**config.mk**
```make
export PLATFORM = sky130hd
export DESIGN_NAME = keypad_scan
export DESIGN_NICKNAME = d
export VERILOG_FILES = /design/src/rtl/keypad_pkg.sv /design/src/rtl/keypad_col_sync.sv /design/src/rtl/keypad_scan.sv
export SDC_FILE = /design/constraint.sdc
export NUM_CORES = 1
export LEC_CHECK = 0
export ABC_AREA = 1
export CORE_AREA = 10 10 90 92
export DETAILED_ROUTE_END_ITERATION = 8
export DIE_AREA = 0 0 100 102
export PLACE_DENSITY = 0.65
export SETUP_SLACK_MARGIN = 0.02
export SLEW_MARGIN = 20
export SYNTH_ARGS = -nofsm -noshare
export SYNTH_HDL_FRONTEND = slang
export SYNTH_HIERARCHICAL = 1
export SYNTH_SLANG_ARGS = --single-unit
```
**constraint.sdc**
```tcl
create_clock -name I_clk -period 4.05 [get_ports I_clk]
set_clock_uncertainty 0.15 [all_clocks]
set_input_delay 1.215 -clock I_clk [delete_from_list [all_inputs] [get_ports I_clk]]
set_output_delay 1.215 -clock I_clk [all_outputs]
set_load 0.01 [all_outputs]
```
**src/rtl/keypad_pkg.sv**
```systemverilog
// Shared state encoding, widths and helpers for the 4x4 keypad scanner.
package keypad_pkg;

  localparam int unsigned KEY_W = 4;
  localparam int unsigned CNT_W = 32;
  localparam int unsigned ROW_W = 4;
  localparam int unsigned COL_W = 4;
  localparam int unsigned NUM_W = 2 * KEY_W;

  localparam logic [ROW_W-1:0] ROW_RESET = 4'b1110;

  typedef enum logic [1:0] {
    ST_SCAN     = 2'd0,
    ST_DEBOUNCE = 2'd1,
    ST_PRESSED  = 2'd2,
    ST_RELEASE  = 2'd3
  } state_e;

  // Index of the lowest-numbered low bit of an active-low 4-bit vector.
  function automatic logic [1:0] low_index(input logic [3:0] v);
    logic [1:0] idx;
    idx = 2'd0;
    for (int i = 3; i >= 0; i--) begin
      if (!v[i]) idx = 2'(i);
    end
    return idx;
  endfunction

endpackage

```
**src/rtl/keypad_col_sync.sv**
```systemverilog
// Two-flop synchronizer for the asynchronous active-low keypad column lines.
module keypad_col_sync
  import keypad_pkg::*;
(
  input  logic             clk_i,
  input  logic             rst_ni,
  input  logic [COL_W-1:0] col_i,
  output logic [COL_W-1:0] col_o
);

  logic [COL_W-1:0] meta_q;
  logic [COL_W-1:0] sync_q;

  // Idle columns read high, so reset to the released value.
  always_ff @(posedge clk_i or negedge rst_ni) begin
    if (!rst_ni) begin
      meta_q <= '1;
      sync_q <= '1;
    end else begin
      meta_q <= col_i;
      sync_q <= meta_q;
    end
  end

  assign col_o = sync_q;

endmodule

```
**src/rtl/keypad_scan.sv**
```systemverilog
// 4x4 matrix keypad scanner with press/release debounce and a two-digit code shifter.
// Optional hold-to-repeat enabled by defining KEYPAD_AUTOREPEAT_EN.
module keypad_scan
  import keypad_pkg::*;
#(
  parameter int unsigned C_SCAN_NUM     = 1000,
  parameter int unsigned C_DEBOUNCE_NUM = 200000,
  parameter int unsigned C_REPEAT_NUM   = 5000000
) (
  input  logic       I_clk,
  input  logic       I_rst,
  input  logic [3:0] I_col,
  output logic [3:0] O_row,
  output logic [3:0] O_key,
  output logic       O_key_valid,
  output logic [7:0] O_num
);

  localparam logic [CNT_W-1:0] SCAN_LAST = CNT_W'(C_SCAN_NUM - 1);
  localparam logic [CNT_W-1:0] DEB_LAST  = CNT_W'(C_DEBOUNCE_NUM - 1);

  logic [COL_W-1:0] col_sync;

  state_e           state_q, state_d;
  logic [ROW_W-1:0] row_q, row_d;
  logic [CNT_W-1:0] cnt_q, cnt_d;
  logic [1:0]       krow_q, krow_d;
  logic [1:0]       kcol_q, kcol_d;
  logic [KEY_W-1:0] key_q, key_d;
  logic [NUM_W-1:0] num_q, num_d;
  logic             valid_q, valid_d;

  logic             key_up;
  logic [KEY_W-1:0] key_code;
  logic [ROW_W-1:0] row_rot;

`ifdef KEYPAD_AUTOREPEAT_EN
  localparam logic [CNT_W-1:0] REP_LAST = CNT_W'(C_REPEAT_NUM - 1);
  logic [CNT_W-1:0] rep_q, rep_d;
`endif

  keypad_col_sync u_col_sync (
    .clk_i  (I_clk),
    .rst_ni (I_rst),
    .col_i  (I_col),
    .col_o  (col_sync)
  );

  assign key_up   = col_sync[kcol_q];
  assign key_code = {krow_q, kcol_q};
  assign row_rot  = {row_q[ROW_W-2:0], row_q[ROW_W-1]};

  always_ff @(posedge I_clk or negedge I_rst) begin
    if (!I_rst) begin
      state_q <= ST_SCAN;
      row_q   <= ROW_RESET;
      cnt_q   <= '0;
      krow_q  <= '0;
      kcol_q  <= '0;
      key_q   <= '0;
      num_q   <= '0;
      valid_q <= 1'b0;
    end else begin
      state_q <= state_d;
      row_q   <= row_d;
      cnt_q   <= cnt_d;
      krow_q  <= krow_d;
      kcol_q  <= kcol_d;
      key_q   <= key_d;
      num_q   <= num_d;
      valid_q <= valid_d;
    end
  end

`ifdef KEYPAD_AUTOREPEAT_EN
  always_ff @(posedge I_clk or negedge I_rst) begin
    if (!I_rst) rep_q <= '0;
    else        rep_q <= rep_d;
  end
`endif

  // Next-state: one counter is shared by row settle, press debounce and release debounce.
  always_comb begin
    state_d = state_q;
    row_d   = row_q;
    cnt_d   = cnt_q;
    krow_d  = krow_q;
    kcol_d  = kcol_q;
    key_d   = key_q;
    num_d   = num_q;
    valid_d = 1'b0;
`ifdef KEYPAD_AUTOREPEAT_EN
    rep_d   = '0;
`endif

    case (state_q)
      ST_SCAN: begin
        if (cnt_q >= SCAN_LAST) begin
          cnt_d = '0;
          if (col_sync != '1) begin
            krow_d  = low_index(row_q);
            kcol_d  = low_index(col_sync);
            state_d = ST_DEBOUNCE;
          end else begin
            row_d = row_rot;
          end
        end else begin
          cnt_d = cnt_q + CNT_W'(1);
        end
      end

      ST_DEBOUNCE: begin
        if (key_up) begin
          cnt_d   = '0;
          state_d = ST_SCAN;
        end else if (cnt_q >= DEB_LAST) begin
          cnt_d   = '0;
          state_d = ST_PRESSED;
          key_d   = key_code;
          num_d   = {num_q[KEY_W-1:0], key_code};
          valid_d = 1'b1;
        end else begin
          cnt_d = cnt_q + CNT_W'(1);
        end
      end

      ST_PRESSED: begin
        if (key_up) begin
          cnt_d   = '0;
          state_d = ST_RELEASE;
        end
`ifdef KEYPAD_AUTOREPEAT_EN
        else if (rep_q >= REP_LAST) begin
          key_d   = key_code;
          num_d   = {num_q[KEY_W-1:0], key_code};
          valid_d = 1'b1;
        end else begin
          rep_d = rep_q + CNT_W'(1);
        end
`endif
      end

      ST_RELEASE: begin
        if (!key_up) begin
          cnt_d   = '0;
          state_d = ST_PRESSED;
        end else if (cnt_q >= DEB_LAST) begin
          cnt_d   = '0;
          row_d   = row_rot;
          state_d = ST_SCAN;
        end else begin
          cnt_d = cnt_q + CNT_W'(1);
        end
      end

      default: begin
        state_d = ST_SCAN;
      end
    endcase
  end

  assign O_row       = row_q;
  assign O_key       = key_q;
  assign O_key_valid = valid_q;
  assign O_num       = num_q;

endmodule

```
Word level (Yosys, flattened, before mapping)
Index checks and enable logic that the tools add are counted.
- register bits: 63
- input bits: 6
- output and inout bits: 17
- word-level logic and storage cells: 65
- add/sub/neg operators: 1
- order comparisons: 3
- eq/ne operators: 12
- mux-type cells: 32
- bitwise operators: 1
- reductions and logical operators: 6
- operators by type and width (kind ; count):
    $mux 32 ; 5
    $pmux 32 s4 ; 1
    $add 32x1->32 const B ; 1
    $ge 32x10->1 const B ; 1
    $ge 32x18->1 const B ; 1
    $mux 2 ; 15
    $mux 4 ; 4
    $ne 2x2->1 const B ; 6
    $reduce_and 5->1 ; 2
    $pmux 2 s4 ; 1
    $pmux 4 s2 ; 1
    $ne 3x3->1 const B ; 2
    $reduce_and 3->1 ; 2
    $eq 2x2->1 const B ; 2
    $mux 1 ; 4
    $ne 4x4->1 const B ; 1
    $lt 2x3->1 const B ; 1
    $bmux 1 s2 ; 1
    $eq 2x1->1 const B ; 1
    $logic_not 2->1 ; 1
    $reduce_bool 2->1 ; 1
    $not 1->1 ; 1

Depth between registers and ports, before layout
Gate-level depths: netlist (run 1).
- depth in word-level cells: 4
- gate-level depth with buffers: 12

Cells and area by module
Netlist (run 1), hierarchy kept.
- modules (own cells, without submodules) (module ; instances ; cells each ; area each (µm²)):
    keypad_scan ; 1 ; 330 ; 2588.7
    keypad_col_sync ; 1 ; 8 ; 210.2

Worst setup path before layout (run 1)
OpenSTA, ideal clock, no wires.
- kind: register to output
- from: register O_key[0] (netlist name)
- to: output O_num[0]
- data arrival time: 0.565 ns
- data required time: 2.685 ns
- path slack: 2.120 ns
- cell stages (with the launch flop): 2
- buffers on the path: 1
- path through: dfrtp_1 buf_4
- RTL lines (element ; line ; source):
    end, declared ; keypad_scan.sv:16 ; output logic [7:0] O_num

Final worst setup path (run 1)
- from: register row_q[1], in the netlist O_row[1]
- to: output O_row[1]
- RTL lines (element ; line ; source):
    start, declared ; keypad_scan.sv:25 ; logic [ROW_W-1:0] row_q, row_d;
    start signal, assigned ; keypad_scan.sv:65 ; row_q <= row_d;
    end, declared ; keypad_scan.sv:13 ; output logic [3:0] O_row,
No word-level cell between the ends.

==> out/qor.csv, run 1 <==
metric,value,unit
status,"complete, no violations",
nFillCells,598,
synth_cell_types,30,
finalCritPeriodShare,69.42,%
drt-met1-wl,2393,um
cts_resized,0,
gp_congestion,0.8463,
dr.pass1.iters,6,
leakagePower,1.617,nW
place_ws,1599,ps
place_hpwl,3523,um
fin_area,3252,sq um
syn_to_final_growth,16.18,%
synth_common_cells,"101 x nand2_1, 55 x nor2_1, 50 x inv_1",
drc_errors,0,
rsz0062_at_grt,no,
yosys-top-cells-area,"dfrtp_1 43%, nand2_1 14%, dfstp_2 10%",
synth_fp_nets,345,
coreArea,6277,sq um
die_h,102,um
dieArea,10200,sq um
tns,0,ps
grt_pass1_vias,2052,
slew_headroom,60.35,%
post_drt_wl_per_cell,11.14,um
path_class,flip-flop to output pin,
syn_inst,338,
cp_cell_sequence,clkdlybuf4s50_1,
drt_iter0_drc,110,
root_buffer,clkbuf_8,
crit_buf_inv,1,
fin_crit,2812,ps
total_power,1.143,mW
ys_async_sr_fraction,100.0,%
max_freq,355.7,MHz
worst_pin_slew,592.6,ps
postCtsHoldBufs,0,
syn_area,2799,sq um
maxSlewViolCount,0,
seqPwrFrac,52.4,%
routed_wl,4970,um
power_frac_comb,1.8,%
top_layer,met4,
synth_edf_count,0,
p_per_area,351.4,nW/um^2
grt_pass1_wl,9018,um
critPathMaxFanout,5,
postPlaceCellArea,3053,sq um
worstPathRequired,2680,ps
slowest_stage,dfstp_2,
cts.sinks,59,
ant_nets,0,
vdd_drop_max,0.0002198,V
ctsHtreeMaxLevel,3,
fin_hold_ws,201.6,ps
vias,2078,
start_util,44.59,%
cp.arrival,1450,ps
swShare,21.71,%
p_switching,0.2481,mW
drv_cap,0,
std_cell_rows,29,
yosys_register_bits,59,
hold_class,flip-flop to flip-flop,
cts_tree,yes,
wl_met3,227,um
grt_overflow,0,
worst_slack,1238,ps
grt_max_degree,37,
p_int,0.8945,mW
synth_area_per_cell,8.281,sq um
pwr-share-clk,45.8,%
wl_met2,2199,um
grt_util_all_layers,10.93,%
vias_per_cell,4.659,
finalHoldViolCount,0,
cpPeakStageDelay,560,ps
synth_most_common_cell,nand2_1,
port_buffers,22,
path_delay_family,flip-flops,
yosys_warnings,6,
ys_seq_area_share,53.24,%
post-cts-setup-buffers,0,
ioPinCount,23,
cp-end-kind,output pin,
cts_made_buffers,9,
die_x,100,um
clockBufferDepth,2,
synth_top_area_share,42.91,%
synthFlopType,dfrtp_1,
n_antenna_cell,0,
finish.net_count,371,
yosysTopAreaCell,dfrtp_1,
finalSetupViolations,0,
drive_above_1_share,10.57,%
clk_pin_slew_worst_paths,70,ps
antenna_found_initial,0,
crit_path_start_kind,flip-flop,
clk_latency,340,ps
## cell usage in the layout (no fill, tap or decap), types with 2 or more instances in the layout
cell type,Yosys,routed
a21oi_1,3,3
clkbuf_8,0,11
clkdlybuf4s50_1,0,21
clkinv_2,0,2
dfrtp_1,48,48
dfstp_2,11,11
inv_1,50,50
nand2_1,101,101
nand2_2,2,2
nand3_1,12,12
nand3_4,2,2
nand4_1,9,9
nor2_1,55,55
nor3_1,4,4
o21ai_0,7,7
xnor2_1,4,4
xor2_1,9,9
## worst paths after layout
kind / startpoint / slack (ps) / cells after the start / endpoint
setup / recovery: O_row[1]$_DFFE_PN1P_ / 1240 / 1 / O_row[1]
hold / removal: u_col_sync/meta_q[3]$_DFF_PN1_ / 200 / 0 / u_col_sync/col_o[3]$_DFF_PN1_
setup reg to reg: u_col_sync/col_o[1]$_DFF_PN1_ / 1860 / 10 / cnt_q[4]$_DFFE_PN0N_
hold reg to reg: u_col_sync/meta_q[3]$_DFF_PN1_ / 200 / 0 / u_col_sync/col_o[3]$_DFF_PN1_
max in group asynchronous: I_rst / 2180 / 2 / O_row[2]$_DFFE_PN1P_
min in group asynchronous: I_rst / 700 / 1 / cnt_q[13]$_DFFE_PN0N_
## state kept, by name (all words and copies together) (netlist names), named ones only
register and cells:
O_row 4, kcol_q 2, u_col_sync/meta_q 4, O_key 3, state_q 1, cnt_q 32, u_col_sync/col_o 4, krow_q 2
O_key_valid 1, O_num 5
## worst reg2reg max path, delay by kind of cell, from the launching register on
kind | cells | cell delay [ps]
XOR/XNOR | 1 | 140
flip-flops | 1 | 550
AND/OR/NAND/NOR | 7 | 1020
buffers and inverters | 2 | 240
## cell families after synthesis
logic type | synth area share [%]
flip-flops | 53.24
AO/OA/AOI/OAI | 3.487
AND/OR/NAND/NOR | 29.50
adder cells (fa/ha/maj) | 0.4470
buffers and inverters | 9.254
XOR/XNOR | 4.068
## routing by layer
| layer | up-vias | global-route usage [%] |
|---|---|---|
| li1 | 1082 | - |
| met1 | 952 | 12.91 |
| met2 | 28 | 16.72 |
| met3 | 16 | 3.306 |
| met4 | 0 | 7.717 |
| met5 | - | 0 |
## area by class of cell
| class | instances | area (sq um) | area share (%) |
|---|---|---|---|
| Sequential cell | 59 | 1490 | 45.83 |
| Multi-Input combinational cell | 220 | 1050 | 32.28 |
| Timing Repair Buffer | 23 | 222.7 | 6.849 |
| Inverter | 51 | 193.9 | 5.964 |
| Clock buffer | 13 | 180.2 | 5.541 |
| Tap cell | 77 | 96.34 | 2.963 |
| Clock inverter | 3 | 18.77 | 0.5771 |
## per-stage QoR
stage                     util [%]  instances
after floorplan                  -        338
after global placement       48.63        430
after detailed placement     48.63        430
after CTS                    51.80        446
after global routing         51.80        446
final                        51.80        446
## power by group through the flow
stage	clock network, mW	logic, mW	registers, mW
global route	0.559	0.0243	0.599
floorplan	0	0.00407	0.609
finish	0.523	0.0205	0.599
CTS	0.536	0.0219	0.599
detailed placement	0	0.0218	0.609
global placement	0	0.0213	0.609
No activity file was read; power rests on OpenSTA's default activity.
==> run 2, diff against run 1 <==
--- a/config.mk
+++ b/config.mk
@@ -9,7 +9,7 @@
 export CORE_AREA = 10 10 90 92
 export DETAILED_ROUTE_END_ITERATION = 8
 export DIE_AREA = 0 0 100 102
-export PLACE_DENSITY = 0.65
+export PLACE_DENSITY = 0.67
 export SETUP_SLACK_MARGIN = 0.02
 export SLEW_MARGIN = 20
 export SYNTH_ARGS = -nofsm -noshare
==> constraint.sdc (replaced) <==
create_clock -name I_clk -period 2.4 [get_ports I_clk]
set_clock_uncertainty 0.15 [all_clocks]
set_input_delay 0.72 -clock I_clk [delete_from_list [all_inputs] [get_ports I_clk]]
set_output_delay 0.72 -clock I_clk [all_outputs]
set_load 0.01 [all_outputs]
==> run 2 against run 1 <==
Via count down 0.72%. Sequential share of layout area down 0.32 points. Total power up 68%. Final cell count up 0.45%. Critical path depth unchanged. Worst hold slack worse by 3.8 ps. Cell area up 0.69%. Critical path type unchanged.
==> out/qor.csv, run 2 (synthesis gave the netlist of run 1 again) <==
metric,value,unit,change
critPathMaxFanout,5,,unchanged
swShare,20.71,%,-1.0 points
top_register,cnt_q,,
slowest_stage,dfstp_2,,
hold_class,flip-flop to flip-flop,,
routed_wl,4861,um,-2.2%
nFillCells,573,,-4.2%
vdd_drop_max,0.0004351,V,+98%
worst_pin_slew,432.1,ps,-160.5 ps
reg2reg_slack,420,ps,-1440 ps
ant_nets,0,,unchanged
finalSetupViolations,0,,unchanged
finalCritPeriodShare,96.12,%,
finalHoldViolCount,0,,unchanged
final_common_cell,nand2_1,,
slew_headroom,70.97,%,+11 points
max_freq,433.5,MHz,
clk_pin_slew_worst_paths,60,ps,about the same
drive_above_1_share,11.05,%,+0.48 points
path_class,flip-flop to output pin,,
std_cell_rows,29,,unchanged
post-cts-setup-buffers,0,,unchanged
n_antenna_cell,0,,unchanged
die_x,100,um,unchanged
vias,2063,,-0.72%
ctsHtreeMaxLevel,3,,unchanged
cpPeakStageDelay,560,ps,about the same
grt_overflow,0,,unchanged
grt_pass1_wl,8742,um,-3.1%
coreArea,6277,sq um,unchanged
cts_made_buffers,9,,unchanged
total_power,1.919,mW,+68%
power_frac_comb,1.9,%,about the same
finish.net_count,373,,+0.54%
start_util,44.59,%,unchanged
grt_util_all_layers,10.43,%,-0.50 points
crit_path_start_kind,flip-flop,,
leakagePower,1.625,nW,+0.46%
cp-end-kind,output pin,,
antenna_found_initial,0,,unchanged
multiInputGateArea,1050,sq um,unchanged
dr.pass1.iters,7,,+1
cts_resized,0,,unchanged
ioPinCount,23,,unchanged
largest_reg_flops,32,,unchanged
port_buffers,22,,unchanged
p_per_area,586.1,nW/um^2,+67%
maxSlewViolCount,0,,unchanged
rsz0062_at_grt,no,,
dieArea,10200,sq um,unchanged
pwr-share-clk,45.4,%,-0.4 points
cts_tree,yes,,
p_int,1.522,mW,+70%
post_drt_wl_per_cell,10.85,um,-2.6%
worstPathRequired,1530,ps,-1150 ps
drc_errors,0,,unchanged
gp_congestion,0.8300,,-1.9%
grt_max_degree,60,,+62%
seqPwrFrac,52.7,%,+0.3 points
die_h,102,um,unchanged
status,"complete, no violations",,
tns,0,ps,unchanged
cts.sinks,59,,unchanged
drv_cap,0,,unchanged
clockBufferDepth,2,,unchanged
cp_cell_sequence,clkdlybuf4s50_1,,
fin_crit,2307,ps,
drt_iter0_drc,109,,-0.91%
clk_latency,340,ps,about the same
syn_to_final_growth,16.99,%,
fin_util,52.16,%,+0.36 points
p_switching,0.3974,mW,+60%
cp.arrival,1440,ps,about the same
path_delay_family,flip-flops,,
grt_pass1_vias,2039,,-0.63%
regArea,1490,sq um,unchanged
final_cell_mix,"101 x nand2_1, 55 x nor2_1, 50 x inv_1, 48 x dfrtp_1, 21 x clkdlybuf4s50_1",,
root_buffer,clkbuf_8,,
vias_per_cell,4.605,,-1.2%
postCtsHoldBufs,0,,unchanged
place_hpwl,3461,um,-1.8%
crit_buf_inv,1,,unchanged
run 2: worst paths after layout:
| kind | startpoint | endpoint | depth (start not counted) |
|---|---|---|---|
| worst min register to register | u_col_sync/meta_q[1]$_DFF_PN1_ | u_col_sync/col_o[1]$_DFF_PN1_ | 0 |
| worst max register to register | cnt_q[0]$_DFFE_PN0N_ | O_num[7]$_DFFE_PN0P_ | 11 |
| min in group asynchronous | I_rst | O_num[3]$_DFFE_PN0P_ | 2 |
| max in group asynchronous | I_rst | u_col_sync/meta_q[3]$_DFF_PN1_ | 2 |
| worst min-delay path | u_col_sync/meta_q[1]$_DFF_PN1_ | u_col_sync/col_o[1]$_DFF_PN1_ | 0 |
| worst max-delay path | O_row[3]$_DFFE_PN1P_ | O_row[3] | 1 |
run 2: routing by layer:
metal	routed length [um]	part of all wire, %	track usage, %	up-vias
met4	35	0.72	3.587	0
li1	-	-	-	1083
met3	292	6.0	4.858	4
met1	2268	47	11.64	942
met2	2265	47	17.27	34
met5	0	0	0	-
run 2: power groups by stage:
stage               sequential [mW]  clock (mW)  combinational, mW
CTS                            1.01       0.902             0.0388
floorplan                      1.03           0            0.00687
detailed placement             1.03           0             0.0390
finish                         1.01       0.871             0.0371
global route                   1.01       0.954             0.0433
global placement               1.03           0             0.0384
run 2: final cells by class:
cell class | instances | share of cell area (%)
tap | 77 | 2.942
clock inverter | 5 | 1.605
timing repair buffer | 25 | 7.642
multi-input combinational | 220 | 32.06
clock buffer | 11 | 4.318
sequential | 59 | 45.51
inverter | 51 | 5.923
run 2: per-stage QoR:
step,instance area [sq um],cells,setup slack (ps),hold slack (ps)
global placement,3080,432,445.3,196.3
CTS,3274,448,73.13,196.9
floorplan,2799,338,695.7,195.2
detailed placement,3080,432,430.0,196.8
finish,3274,448,93.12,197.8
global route,3274,448,38.15,200.8
==> run 3, diff against run 2 <==
--- a/config.mk
+++ b/config.mk
@@ -9,7 +9,7 @@
 export CORE_AREA = 10 10 90 92
 export DETAILED_ROUTE_END_ITERATION = 8
 export DIE_AREA = 0 0 100 102
-export PLACE_DENSITY = 0.67
+export PLACE_DENSITY = 0.62
 export SETUP_SLACK_MARGIN = 0.02
 export SLEW_MARGIN = 20
 export SYNTH_ARGS = -nofsm -noshare
==> run 3 against run 2 <==
Total power up 2.2%. Sequential power about the same. Sequential cell count unchanged. Clock power up 4.8%. Via count down 0.48%. Wire length up 4.1%. Critical path depth unchanged. Clock-buffer cell count up 2. Setup slack worse by 9.3 ps. Cell area up 0.54%. Final cell count unchanged. Sequential share of layout area down 0.24 points. Highest routed layer unchanged.
==> out/qor.csv, run 3 (synthesis gave the netlist of run 1 again) <==
metric,value,unit,change
dr.pass1.iters,4,,-3
drc_errors,0,,unchanged
whs_path_depth,0,,unchanged
reg2reg_from,cnt_q[0]$_DFFE_PN0N_,,
wl_met2,2258,um,-0.31%
cpPeakStageDelay,560,ps,about the same
cp.arrival,1450,ps,about the same
postCtsHoldBufs,0,,unchanged
drive_above_1_share,11.05,%,unchanged
max_freq,431.7,MHz,-0.40%
coreArea,6277,sq um,unchanged
wl_met3,291,um,-0.34%
clk_latency,340,ps,about the same
hp-start,u_col_sync/meta_q[2]$_DFF_PN1_,,
finalSetupViolations,0,,unchanged
final_common_cell,nand2_1,,
p_per_area,595.9,nW/um^2,+1.7%
critPathMaxFanout,5,,unchanged
vias,2053,,-0.48%
n_antenna_cell,0,,unchanged
slew_headroom,57.69,%,-13 points
path_delay_family,flip-flops,,
cts_made_buffers,9,,unchanged
cts_tree,yes,,
hold_class,flip-flop to flip-flop,,
largest_reg_flops,32,,unchanged
top_layer,met4,,
hold_end,u_col_sync/col_o[2]$_DFF_PN1_,,
std_cell_rows,29,,unchanged
clockBufferDepth,2,,unchanged
grt_max_degree,28,,-53%
worst_slack,83.77,ps,-9.348 ps
vdd_drop_max,0.0003705,V,-15%
cp_cell_sequence,clkdlybuf4s50_1,,
vias_per_cell,4.583,,-0.48%
drt_iter0_drc,72,,-34%
crit_path_start_kind,flip-flop,,
top_register,cnt_q,,
cts.sinks,59,,unchanged
die_h,102,um,unchanged
grt_overflow,0,,unchanged
finalHoldViolCount,0,,unchanged
port_buffers,22,,unchanged
start_util,44.59,%,unchanged
drv_cap,0,,unchanged
antenna_found_initial,0,,unchanged
syn_to_final_growth,17.61,%,
worstPathRequired,1530,ps,about the same
total_power,1.962,mW,+2.2%
grt_pass1_wl,9059,um,+3.6%
root_buffer,clkbuf_8,,
dieArea,10200,sq um,unchanged
grt_util_all_layers,10.99,%,+0.56 points
finalCritPeriodShare,96.51,%,+0.39 points
post_drt_wl_per_cell,11.30,um,+4.1%
routed_wl,5061,um,+4.1%
fin_area,3292,sq um,+0.54%
grt_pass1_vias,2058,,+0.93%
crit_buf_inv,1,,unchanged
gp_congestion,0.8458,,+1.9%
reg2reg_slack,400,ps,-20 ps
ctsHtreeMaxLevel,3,,unchanged
final_cell_mix,"101 x nand2_1, 55 x nor2_1, 50 x inv_1, 48 x dfrtp_1, 20 x clkdlybuf4s50_1",,
maxSlewViolCount,0,,unchanged
slowest_stage,dfstp_2,,
leakagePower,1.651,nW,+1.6%
die_x,100,um,unchanged
drt-met1-wl,2430,um,+7.1%
path_class,flip-flop to output pin,,
status,"complete, no violations",,
cp-end-kind,output pin,,
place_hpwl,3642,um,+5.2%
worstRegToRegCells,11,,unchanged
finish.net_count,373,,unchanged
fin_crit,2316,ps,+9.348 ps
place_ws,382.2,ps,-47.82 ps
ioPinCount,23,,unchanged
rsz0062_at_grt,no,,
clk_pin_slew_worst_paths,70,ps,about the same
r2r_end,O_num[5]$_DFFE_PN0P_,,
worst_pin_slew,634.6,ps,+202.5 ps
tns,0,ps,unchanged
postPlaceCellArea,3080,sq um,unchanged
ant_nets,0,,unchanged
run 3: cell count changes in the layout (fill, tap and decap cells not counted), sizes merged:
cell / delta
dlymetal6s2s: +1
clkbuf: +2
bufinv: -1
clkdlybuf4s50: -1
clkinv: -1
run 3: worst max-delay path by stage:
stage | from | endpoint | slack, ps | cells after the start
2_1_floorplan | cnt_q[0]$_DFFE_PN0N_ | O_row[0]$_DFFE_PN0P_ | 700 | 12
3_3_place_gp | cnt_q[0]$_DFFE_PN0N_ | O_num[7]$_DFFE_PN0P_ | 380 | 11
3_5_place_dp | cnt_q[0]$_DFFE_PN0N_ | O_num[6]$_DFFE_PN0P_ | 380 | 11
4_1_cts | O_row[3]$_DFFE_PN1P_ | O_row[3] | 60 | 1
5_1_grt | O_row[3]$_DFFE_PN1P_ | O_row[3] | 30 | 1
6_report | O_row[3]$_DFFE_PN1P_ | O_row[3] | 80 | 1
run 3: where the power goes:
| part | total (mW) | internal [mW] | switching (mW) |
|---|---|---|---|
| clock | 0.913 | 0.525 | 0.388 |
| sequential | 1.01 | 1.01 | 0.00315 |
| combinational | 0.0386 | 0.0135 | 0.0252 |
run 3: final cells by class:
| type | count | area, sq um |
|---|---|---|
| clock buffer | 13 | 191.4 |
| clock inverter | 3 | 17.52 |
| fill | 578 | 2985 |
| inverter | 51 | 193.9 |
| multi-input combinational | 220 | 1050 |
| sequential | 59 | 1490 |
| tap | 77 | 96.34 |
| timing repair buffer | 25 | 252.7 |
run 3: repair_timing:
item	CTS	global route
endpoints found under the setup margin	0	1
resized for setup	0	1
buffers inserted	0	0
run 3: per-layer routing:
metal	global-route usage (%)	up-vias
li1	-	1084
met1	12.88	926
met2	16.97	35
met3	4.926	8
met4	5.109	0
met5	0	-
run 3: stage by stage:
step / utilization [%] / hold WS [ps] / instances
2_1_floorplan: - / 195.2 / 338
3_3_place_gp: 49.07 / 195.9 / 432
3_5_place_dp: 49.07 / 196.8 / 432
4_1_cts: 52.40 / 205.7 / 448
5_1_grt: 52.44 / 203.4 / 448
6_report: 52.44 / 201.1 / 448
==> patch 1, RTL diff (config.mk and constraints of run 3) <==
Add an input register stage for `I_col`, cleared by the reset; this delays it by one clock.
--- a/src/rtl/keypad_scan.sv
+++ b/src/rtl/keypad_scan.sv
@@ -20,2 +20,12 @@
   localparam logic [CNT_W-1:0] DEB_LAST  = CNT_W'(C_DEBOUNCE_NUM - 1);
+
+  logic [3:0] I_col_q;
+
+  always_ff @(posedge I_clk or negedge I_rst) begin
+    if (!I_rst) begin
+      I_col_q <= '0;
+    end else begin
+      I_col_q <= I_col;
+    end
+  end
 
@@ -44,3 +54,3 @@
     .rst_ni (I_rst),
-    .col_i  (I_col),
+    .col_i  (I_col_q),
     .col_o  (col_sync)
Formal check against the unedited RTL: same outputs for any inputs over 10 cycles, from zero or initial values and one cycle with I_rst low; that may be too few to reach the edited logic, so the function may still have changed.
==> patch 1 against run 3 <==
- sequential cell count increased by 4
- non-clock buffer count unchanged
- total power increased by 3.4%
- wire length increased by 6.7%
- setup slack got worse by 0.0056 ns
- synthesized area increased by 2.9%
- fmax decreased by 0.24%
- combinational power decreased by 5.2%
- design area increased by 1.8%
- sequential power increased by 7%
- clock power decreased by 0.4%
==> patch 1: results (changes against run 3) <==
outcome:
  status: "complete, no violations"  # unchanged
layout:
  multi_input_area_share_pct: 29.7  # was 31.9%
  diodes: 0  # unchanged
  utilization_pct: 53.4  # was 52.4%
  clkCellAreaFrac_pct: 5.86  # was 6.35%
  nMultiInputCombCells: 214  # was 220
  final_layout_size_suffix_gt1_share_pct: 13.5  # was 11.1%
  nFillCells: 614  # was 578
  nonClkBufAreaFrac_pct: 7.47  # was 7.68%
  seq_cell_count: 63  # was 59
  seq_share_pct: 47.4  # was 45.3%
  layout.nets: 379  # was 373
  inv_count: 59  # was 51
  buffers: 25  # unchanged
placed_design:
  routabilityCongestion: 0.804  # was 0.846
  place_ws_ns: 0.398  # was 0.382 ns
  dp_cells: 438  # was 432
  place_area_sq_um: 3160  # was 3080 sq um
  dp_hpwl_mm: 3.86  # was 3.64 mm
global_route:
  track_usage_pct: 11.7  # was 11.0%
  grt_pass1_wl_mm: 9.75  # was 9.06 mm
  grt_max_degree: 64  # was 28
  grt_use_met1_pct: 13.9  # was 12.9%
  grtUsageMet2_pct: 18.3  # was 17.0%
  grt_use_met3_pct: 4.79  # was 4.93%
logic_synthesis:
  synth_common_cells: "88 x nand2_1, 54 x inv_1, 52 x dfrtp_1, 38 x nor2_1, 33 x nand3_1"  # was 101 x nand2_1, 55 x nor2_1, 50 x inv_1, 48 x dfrtp_1, 12 x nand3_1
  synth.avg_cell_area_sq_um: 8.34  # was 8.28 sq um
  synth_adder_area_share_pct: 0.435  # was 0.447%
  synth-xor-area-share_pct: 1.22  # was 4.07%
  synthArstFlopShare_pct: 100  # unchanged
  synth.area.top_cells: "dfrtp_1 45%, nand2_1 11%, dfstp_2 10%"  # was dfrtp_1 43%, nand2_1 14%, dfstp_2 10%
  synth_seq_area_share_pct: 55.2  # was 53.2%
  syn_nets: 352  # was 345
  synth_cell_types: 30  # unchanged
  synth_compound_area_share_pct: 4.52  # was 3.49%
pwr:
  intPower_mw: 1.57  # was 1.55 mW
  pg_seq_mw: 1.08  # was 1.01 mW
  static-leakage-power_nw: 1.71  # was 1.65 nW
  p_sw_share_pct: 22.6  # was 21.2%
  vdd_drop_max_v: 0.000431  # was 0.000371 V
  p_comb_mw: 0.0366  # was 0.0386 mW
clock_tree:
  clkLatencyLatePin_ns: 0.34  # about the same
  numCtsBuffers: 9  # unchanged
  htree_levels: 3  # unchanged
  post-cts-setup-buffers: 0  # unchanged
routing:
  routed_via_density: 4.80  # was 4.58
  route.met2.wl_mm: 2.55  # was 2.26 mm
  wl_per_cell_microns: 11.9  # was 11.3 microns
  vias: 2180  # was 2053
  dr_wl_met3_microns: 261  # was 291 microns
  wl_met1_mm: 2.51  # was 2.43 mm
  drt-initial-drc-count: 130  # was 72
  drc_errors: 0  # unchanged
hold_path:
  hp-class: "flop to flop"  # unchanged
sta:
  slew_headroom_pct: 73.8  # was 57.7%
[patch 1: worst paths after layout]
| check | startpoint | end | slack [ns] | depth (start not counted) |
|---|---|---|---|---|
| min in group asynchronous | I_rst | cnt_q[7]$_DFFE_PN0N_ | 0.23 | 2 |
| hold / removal | I_col_q[2]$_DFF_PN0_ | u_col_sync/meta_q[2]$_DFF_PN1_ | 0.20 | 0 |
| max in group asynchronous | I_rst | u_col_sync/meta_q[3]$_DFF_PN1_ | 1.56 | 2 |
| setup / recovery | O_row[1]$_DFFE_PN1P_ | O_row[1] | 0.08 | 1 |
| hold reg to reg | I_col_q[2]$_DFF_PN0_ | u_col_sync/meta_q[2]$_DFF_PN1_ | 0.20 | 0 |
| setup reg to reg | kcol_q[0]$_DFFE_PN0P_ | cnt_q[6]$_DFFE_PN0N_ | 0.39 | 10 |
==> patch 2, RTL diff (flow settings as in run 3) <==
Without the edit above. Set the package constant `CNT_W` to 36 (it was 32).
--- a/src/rtl/keypad_pkg.sv
+++ b/src/rtl/keypad_pkg.sv
@@ -4,3 +4,3 @@
   localparam int unsigned KEY_W = 4;
-  localparam int unsigned CNT_W = 32;
+  localparam int unsigned CNT_W = 36;
   localparam int unsigned ROW_W = 4;
Formal check against the unedited RTL: same outputs for any inputs over 10 cycles, from zero or initial values and one cycle with I_rst low; that may be too few to reach the edited logic, so the function may still have changed.
==> patch 2 against run 3 <==
- sequential cell count rose by 4
- setup slack barely moved
- global-route usage rose by 0.59 points
- count of clock-buffer cells in the layout fell by 2
- wire length rose by 6.9%
- register-to-register slack got worse by 0.06 ns
- synthesized cell count rose by 6.5%
- total power rose by 8.7%
- design area rose by 6.3%
- hold slack improved by 0.0054 ns
- critical endpoint is now O_row[2]
- first-iteration DRC count rose by 42%
- critical path depth did not move
- largest power group unchanged
- utilization rose by 3.3 points
- synthesized area rose by 7.3%
==> patch 2: results (changes against run 3) <==
outcome:
  status: "complete, no violations"  # unchanged
clock_tree:
  numCtsBuffers: 9  # unchanged
pwr:
  vdd_drop_max_v: 0.000559  # was 0.000371 V
  power_density_nw_per_um2: 609  # was 596 nW/um^2
  static-leakage-power_nw: 1.73  # was 1.65 nW
  pg_seq_mw: 1.08  # was 1.01 mW
  p_comb_mw: 0.0375  # was 0.0386 mW
  intPower_mw: 1.70  # was 1.55 mW
layout:
  layout.nets: 394  # was 373
  final_layout_size_suffix_gt1_share_pct: 13.5  # was 11.1%
  largest_register_ffs: 36  # was 32
global_route:
  grt_max_degree: 64  # was 28
  grt_pass1_wl_mm: 9.67  # was 9.06 mm
  grtUsageMet2_pct: 18.5  # was 17.0%
  grt_use_met1_pct: 13.8  # was 12.9%
  track_usage_pct: 11.6  # was 11.0%
logic_synthesis:
  synth_compound_area_share_pct: 4.33  # was 3.49%
  synth_common_cells: "93 x nand2_1, 58 x inv_1, 52 x dfrtp_1, 52 x nor2_1, 24 x nand3_1"  # was 101 x nand2_1, 55 x nor2_1, 50 x inv_1, 48 x dfrtp_1, 12 x nand3_1
  synth.avg_cell_area_sq_um: 8.34  # was 8.28 sq um
  synth_adder_area_share_pct: 0.416  # was 0.447%
  synth_cell_types: 28  # was 30
  syn_nets: 367  # was 345
  synth_seq_area_share_pct: 52.9  # was 53.2%
  synth-xor-area-share_pct: 2.33  # was 4.07%
placed_design:
  place_ws_ns: 0.350  # was 0.382 ns
  dp_hpwl_mm: 3.83  # was 3.64 mm
  routabilityCongestion: 0.814  # was 0.846
  place_area_sq_um: 3280  # was 3080 sq um
routing:
  wl_per_cell_microns: 11.5  # was 11.3 microns
  routed_via_density: 4.72  # was 4.58
  vias: 2216  # was 2053
  dr_wl_met3_microns: 267  # was 291 microns
  drtPass1Iterations: 5  # was 4
  wl_met1_mm: 2.49  # was 2.43 mm
  route.met2.wl_mm: 2.56  # was 2.26 mm
  drt-initial-drc-count: 102  # was 72
setup_path:
  r2r_end: "O_num[4]$_DFFE_PN0P_"  # was O_num[5]$_DFFE_PN0P_
  cp-startpoint: "O_row[2]$_DFFE_PN1P_"  # was O_row[3]$_DFFE_PN1P_
  reg2reg_depth: 13  # was 11
  endpoint: "O_row[2]"  # was O_row[3]
  r2r_setup_slack_ns: 0.34  # was 0.40 ns
sta:
  holdWs_ns: 0.206  # was 0.201 ns
  slew_headroom_pct: 78.2  # was 57.7%
  fin_crit_sh_pct: 96.5  # about the same
## patch 2: cell types whose count changed in the layout (fill, tap and decap cells not counted), sizes merged, moves of 2 or more
| cell | run 3 | this run |
|---|---|---|
| bufinv | 0 | 2 |
| clkbuf | 13 | 11 |
| dfrtp | 48 | 52 |
| inv | 51 | 60 |
| nand2 | 104 | 98 |
| nand3 | 15 | 30 |
| nand4 | 9 | 11 |
| nor2 | 57 | 55 |
| o21ai | 8 | 14 |
| o21bai | 0 | 2 |
| xnor2 | 4 | 1 |
| xor2 | 9 | 7 |
## patch 2: cells by family (layout without fill, tap and decap cells)
family	after synthesis	after routing
buf+inv	69	101
simple gates	199	199
xor+xnor	8	8
flops	63	63
compound gates	20	20
fa+ha+maj	1	1
## patch 2: cell type report
class	instances	area (sq um)
Clock inverter	5	81.3
Clock buffer	11	141
Fill cell	593	2780
Tap cell	77	96.3
Multi-Input combinational cell	228	1110
Sequential cell	63	1590
Timing Repair Buffer	25	250
Inverter	60	225
